File: config.mk
export PLATFORM = sky130hd
export DESIGN_NAME = led_key_ctrl
export DESIGN_NICKNAME = d
export VERILOG_FILES = /design/src/rtl/led_pkg.sv /design/src/rtl/key_debounce.sv /design/src/rtl/led_key_ctrl.sv
export SDC_FILE = /design/constraint.sdc
export NUM_CORES = 1
export LEC_CHECK = 0
export CELL_PAD_IN_SITES_DETAIL_PLACEMENT = 1
export CELL_PAD_IN_SITES_GLOBAL_PLACEMENT = 1
export CORE_MARGIN = 4
export CORE_UTILIZATION = 44
export CTS_CLUSTER_DIAMETER = 60
export DETAILED_ROUTE_END_ITERATION = 8
export HOLD_SLACK_MARGIN = 0.05
export PLACE_DENSITY_LB_ADDON = 0.2
export SYNTH_ARGS = -nofsm -noshare
export SYNTH_HDL_FRONTEND = slang
export SYNTH_SLANG_ARGS = --single-unit
File: constraint.sdc
create_clock -name clk -period 2.19 [get_ports clk]
set_input_delay 0.5475 -clock clk [delete_from_list [all_inputs] [get_ports clk]]
set_output_delay 0.5475 -clock clk [all_outputs]
set_load 0.02 [all_outputs]
File: src/rtl/led_pkg.sv
// led_pkg: definitions shared by the LED running-light chain.
//   KEY_*        one-hot encodings of the button debounce FSM states
//   MODE_*       run direction encoding, shared with the LED shifter
//   key_state_t  debounce FSM state type built on the KEY_* encodings
package led_pkg;

  localparam logic [3:0] KEY_IDLE   = 4'b0001;
  localparam logic [3:0] KEY_DEB_DN = 4'b0010;
  localparam logic [3:0] KEY_DOWN   = 4'b0100;
  localparam logic [3:0] KEY_DEB_UP = 4'b1000;

  localparam logic MODE_LEFT  = 1'b0;
  localparam logic MODE_RIGHT = 1'b1;

  typedef enum logic [3:0] {
    ST_IDLE   = KEY_IDLE,
    ST_DEB_DN = KEY_DEB_DN,
    ST_DOWN   = KEY_DOWN,
    ST_DEB_UP = KEY_DEB_UP
  } key_state_t;

endpackage

File: src/rtl/key_debounce.sv
// key_debounce: synchronises and debounces an active-low push button.
//   clk          system clock, rising edge
//   rst          synchronous active-high reset
//   key_i        raw asynchronous button, 0 = pressed
//   press_o      registered one-cycle pulse per accepted press
//   press_set_o  high in the cycle before press_o, so the parent can act
//                on the same edge that raises press_o (driven from registers only)
module key_debounce
  import led_pkg::*;
#(
  parameter int DEB_CYCLES = 20  // stable samples needed to accept a level change, >= 2
) (
  input  logic clk,
  input  logic rst,
  input  logic key_i,
  output logic press_o,
  output logic press_set_o
);

  localparam int CNT_W = $clog2(DEB_CYCLES);
  localparam logic [CNT_W-1:0] CNT_LAST = CNT_W'(DEB_CYCLES - 1);

  logic             r_sync1;
  logic             r_sync2;
  logic             w_key_s;
  key_state_t       r_state;
  key_state_t       w_state_next;
  logic [CNT_W-1:0] r_cnt;
  logic [CNT_W-1:0] w_cnt_next;
  logic             r_press;
  logic             w_press_next;

  assign w_key_s = r_sync2;

  // Synchroniser flops reset to 1 so a reset never looks like a press.
  always_ff @(posedge clk) begin
    if (rst) begin
      r_sync1 <= 1'b1;
      r_sync2 <= 1'b1;
      r_state <= ST_IDLE;
      r_cnt   <= '0;
      r_press <= 1'b0;
    end else begin
      r_sync1 <= key_i;
      r_sync2 <= r_sync1;
      r_state <= w_state_next;
      r_cnt   <= w_cnt_next;
      r_press <= w_press_next;
    end
  end

  always_comb begin
    w_state_next = r_state;
    w_cnt_next   = r_cnt;
    w_press_next = 1'b0;
    case (r_state)
      ST_IDLE: begin
        if (!w_key_s) begin
          w_state_next = ST_DEB_DN;
          w_cnt_next   = CNT_W'(1);
        end
      end
      ST_DEB_DN: begin
        if (w_key_s) begin
          w_state_next = ST_IDLE;
          w_cnt_next   = '0;
        end else if (r_cnt == CNT_LAST) begin
          w_state_next = ST_DOWN;
          w_cnt_next   = '0;
          w_press_next = 1'b1;
        end else begin
          w_cnt_next = r_cnt + 1'b1;
        end
      end
      ST_DOWN: begin
        if (w_key_s) begin
          w_state_next = ST_DEB_UP;
          w_cnt_next   = CNT_W'(1);
        end
      end
      ST_DEB_UP: begin
        // A bounce back low returns to DOWN without a new press.
        if (!w_key_s) begin
          w_state_next = ST_DOWN;
          w_cnt_next   = '0;
        end else if (r_cnt == CNT_LAST) begin
          w_state_next = ST_IDLE;
          w_cnt_next   = '0;
        end else begin
          w_cnt_next = r_cnt + 1'b1;
        end
      end
      default: begin
        w_state_next = ST_IDLE;
        w_cnt_next   = '0;
      end
    endcase
  end

  assign press_o     = r_press;
  assign press_set_o = w_press_next;

endmodule

File: src/rtl/led_key_ctrl.sv
// led_key_ctrl: button-driven direction toggle and periodic step enable
// feeding the LED shifter FSM.
//   clk      system clock, rising edge
//   rst      synchronous active-high reset
//   key_i    raw asynchronous button, 0 = pressed
//   en_i     run enable; while low the tick counter holds and step_o stays 0
//   mode_o   direction, MODE_LEFT / MODE_RIGHT, toggles on each accepted press
//   press_o  one-cycle pulse per accepted press
//   step_o   one-cycle step enable every TICK_CYCLES enabled cycles
module led_key_ctrl
  import led_pkg::*;
#(
  parameter int DEB_CYCLES  = 20,  // >= 2
  parameter int TICK_CYCLES = 50   // >= 2
) (
  input  logic clk,
  input  logic rst,
  input  logic key_i,
  input  logic en_i,
  output logic mode_o,
  output logic press_o,
  output logic step_o
);

  localparam int TICK_W = $clog2(TICK_CYCLES);
  localparam logic [TICK_W-1:0] TICK_LAST = TICK_W'(TICK_CYCLES - 1);

  logic              w_press_set;
  logic              r_mode;
  logic [TICK_W-1:0] r_tick;
  logic              r_step;

  key_debounce #(
    .DEB_CYCLES(DEB_CYCLES)
  ) u_deb (
    .clk        (clk),
    .rst        (rst),
    .key_i      (key_i),
    .press_o    (press_o),
    .press_set_o(w_press_set)
  );

  // A press restarts the step period regardless of en_i and overrides a
  // coincident wrap, so the first step in the new direction is a full
  // period after the toggle.
  always_ff @(posedge clk) begin
    if (rst) begin
      r_mode <= MODE_LEFT;
      r_tick <= '0;
      r_step <= 1'b0;
    end else begin
      if (w_press_set) begin
        r_mode <= ~r_mode;
      end
      if (w_press_set) begin
        r_tick <= '0;
        r_step <= 1'b0;
      end else if (en_i) begin
        if (r_tick == TICK_LAST) begin
          r_tick <= '0;
          r_step <= 1'b1;
        end else begin
          r_tick <= r_tick + 1'b1;
          r_step <= 1'b0;
        end
      end else begin
        r_step <= 1'b0;
      end
    end
  end

  assign mode_o = r_mode;
  assign step_o = r_step;

endmodule
==> out/summary.txt <==
PwrDens: 636 nW/um^2
slowest CP cell: or4bb_1
Critical Path AT: 2100 ps
vias per inst: 5.72
die height: 57.0 um
fin util: 52.5%
1st-iter DRT viols: 12
synth top area cells: dfxtp_1 (38%), xnor2_1 (4.1%), nor2_1 (3.9%), a211oi_4 (3.8%), ha_1 (3.6%)
remaining global-route overflow: 0
ys flop type: dfxtp_1
sequential share of power: 54.9%
Pre-Repair DR Iteration Count: 4
Comb power frac: 16.5%
antenna viol nets, final: 0
clock-pin slew on the worst setup and hold paths: 120 ps
Synth cell types: 41
Slew @ Worst Pin: 470 ps
io pins: 7
switching part of the total: 27.7%
Synth area leader: dfxtp_1
CTS tree: yes
Mapped Cells: 114
GRT Overall Usage: 14.6%
core area: 2250 sq um
Pleak: 0.401 nW
worst hold start: u_deb.r_sync1$_SDFF_PP1_
proportion of layout cells with a drive suffix above 1: 14.0%
R2R Setup Slk: 270 ps
Worst Path Required: 2370 ps
clock share of power: 28.7%
die footprint: 3250 sq um
Post-synth EDFFs: 0
first-pass GRT wire length: 3.83 mm
CP Cell Sequence: ha_1 > or4bb_1 > o311ai_4 > a211oi_1
Compound-Gate Fraction of Synth Area: 19.3%
sequential area share after synthesis: 37.9%
initial antenna violation count: 0
Hold WS: 454 ps
Hold WC Path Type: register to register
Place WS: 285 ps
Clock Tree Buf Depth: 2
area share of the largest cell type after synthesis: 37.9%
CP Buf/Inv Count: 0
Fin. Hold Viols: 0
f_max: 522 MHz
largest family of logic cells by synthesized area: simple AND/OR/NAND/NOR gates
maximum VDD drop: 0.000305 V
Pwr Total: 753 uW
relative slew slack: 68.2%
CTS Hold Bufs: 0
post-DR wirelength/cell: 14.6 um
DRC viols: 0
Initial Utilization: 46.9%
Internal Power: 544 uW
num rows: 17
post-synthesis async set-or-reset flop share: 0%
CP Class: register to register
post-cts sizing count: 0
CP Capture Type: register
Final period util: 87.5%
R2R depth: 4
Synth Cell Area: 1060 sq um
Clock Skew: 8.89 ps
Root Driver: clkbuf_4
Setup crit start kind: register
Seq cells post-synth: 20
RSZ-0062 raised after global routing: false
fill count: 278
routability cong.: 0.800
Port Buf Inserts: 6
Max Cap Viol: 0
NetSw: 209 uW
vias in the first global route: 832
Detailed Place HPWL: 1.60 mm
Nets: 129
min cycle time layout: 1920 ps
post-synthesis xor/xnor area fraction: 6.63%
final setup violating endpoints: 0
mux share of post-synthesis cell area: 0%
post-route setup slack: 273 ps
Diodes inserted: 0
Hold Path Cell Cnt: 1
largest net degree at the start of global routing: 12
cell family with most CP delay: simple AND/OR/NAND/NOR gates
vias post-DR: 852
drt total wl: 2.18 mm
CTS sink cnt: 20
Synth Area per Inst: 9.27 sq um
Worst-Skew Late Latency: 300 ps
P&R area growth vs syn: 12.0%
postcts setup bufs: 0
Levels on crit path: 4
CTS Buf Count: 3
Yosys warnings: 0
Simple-Gate Fraction of Synth Area: 27.9%
chip width: 57.0 um
Max FO, Critical Path: 9
Worst Hold Endpoint: u_deb.r_sync2$_SDFF_PP1_
crit-path max cell delay: 640 ps
max-slew violations: 0
R2R Path Start: u_deb.r_cnt[0]$_SDFFE_PP0P_
R2R Path End: r_tick[1]$_SDFFE_PP0P_
status: finished, final reports clean
adder-cell share of the synthesized area: 3.55%
Final TNS setup: 0 ps
H-tree levels: 1
Net Count, Synth: 121
## worst max-delay path by stage
stage / start / endpoint / slack (ps)
floorplan: u_deb.r_cnt[0]$_SDFFE_PP0P_ / r_tick[1]$_SDFFE_PP0P_ / 550
global placement: u_deb.r_cnt[0]$_SDFFE_PP0P_ / r_tick[1]$_SDFFE_PP0P_ / 370
detailed placement: u_deb.r_cnt[0]$_SDFFE_PP0P_ / r_tick[4]$_SDFFE_PP0P_ / 290
CTS: u_deb.r_cnt[0]$_SDFFE_PP0P_ / r_tick[2]$_SDFFE_PP0P_ / 270
global route: u_deb.r_cnt[0]$_SDFFE_PP0P_ / r_tick[1]$_SDFFE_PP0P_ / 130
finish: u_deb.r_cnt[0]$_SDFFE_PP0P_ / r_tick[1]$_SDFFE_PP0P_ / 270
## metal layers
metal	wire length [um]	vias to the layer above	part of all wire [%]	track usage, %
li1	-	422	-	-
met2	1080	17	50	24.3
met1	991	407	45	18.4
met5	0	-	0	0
met4	33	0	1.5	5.30
met3	74	6	3.4	3.17
## kinds of logic (layout without fill, tap and decap cells)
kind of cell | Yosys count | count (layout)
flops | 20 | 20
compound gates | 23 | 23
xor+xnor | 8 | 8
fa+ha+maj | 3 | 3
simple gates | 49 | 49
buf+inv | 11 | 18
## metrics by stage
| step | instance area, sq um | cells |
|---|---|---|
| 2_1_floorplan | 1060 | 114 |
| 3_3_place_gp | 1150 | 145 |
| 3_5_place_dp | 1150 | 145 |
| 4_1_cts | 1180 | 149 |
| 5_1_grt | 1180 | 149 |
| 6_report | 1180 | 149 |
## synth_stat cells, types with 2 or more instances
| cell type | instances |
|---|---|
| clkbuf_1 | 4 |
| nor2_1 | 11 |
| nor3_1 | 4 |
| nand3b_1 | 3 |
| inv_1 | 4 |
| a21oi_1 | 4 |
| or2_2 | 2 |
| ha_1 | 3 |
| xnor2_1 | 5 |
| buf_4 | 2 |
| or4_1 | 2 |
| a211oi_4 | 2 |
| a211oi_1 | 2 |
| nor2b_1 | 3 |
| o21ai_0 | 4 |
| xor2_1 | 3 |
| nor4_1 | 2 |
| nand3_1 | 3 |
| nand4_1 | 2 |
| dfxtp_1 | 20 |
| nand2_1 | 8 |
| a31oi_1 | 2 |
## layout make-up
| type | instances | area, sq um | area share [%] |
|---|---|---|---|
| well taps | 28 | 35.0 | 2.96 |
| repair buffers | 10 | 90.1 | 7.61 |
| inverters | 4 | 15.0 | 1.27 |
| flip-flops and latches | 20 | 400 | 33.8 |
| clock buffers | 4 | 36.3 | 3.07 |
| multi-input cells | 83 | 607 | 51.3 |
## worst reg2reg max path, cell delays in order, from the launching register on
cell and delay [ps]:
dfxtp_1 400, ha_1 220, or4bb_1 640, o311ai_4 440
a211oi_1 90
## flip-flops by register name, indices dropped and copies added, names as in the netlist
register and count:
u_deb.r_sync1 1, r_tick 6, step_o 1, u_deb.press_o 1
u_deb.r_state 4, mode_o 1, u_deb.r_cnt 5, u_deb.r_sync2 1
## power groups by stage
stage,clock (mW),sequential [mW],combinational (mW)
final,0.216,0.413,0.124
after global routing,0.234,0.417,0.137
after CTS,0.223,0.412,0.126
after detailed placement,0,0.420,0.123
after global placement,0,0.418,0.119
after floorplan,0,0.401,0.112
## placed cells by master, fill, tap and decap left out, drive strengths merged, types with 3 or more instances in the layout
master / count
a211oi: 4
a21oi: 5
buf: 4
clkbuf: 4
clkdlybuf4s50: 6
dfxtp: 20
ha: 3
inv: 4
nand2: 8
nand3: 3
nand3b: 3
nor2: 11
nor2b: 3
nor3: 5
o21ai: 4
xnor2: 5
xor2: 3
No activity file was read; power rests on OpenSTA's default activity.
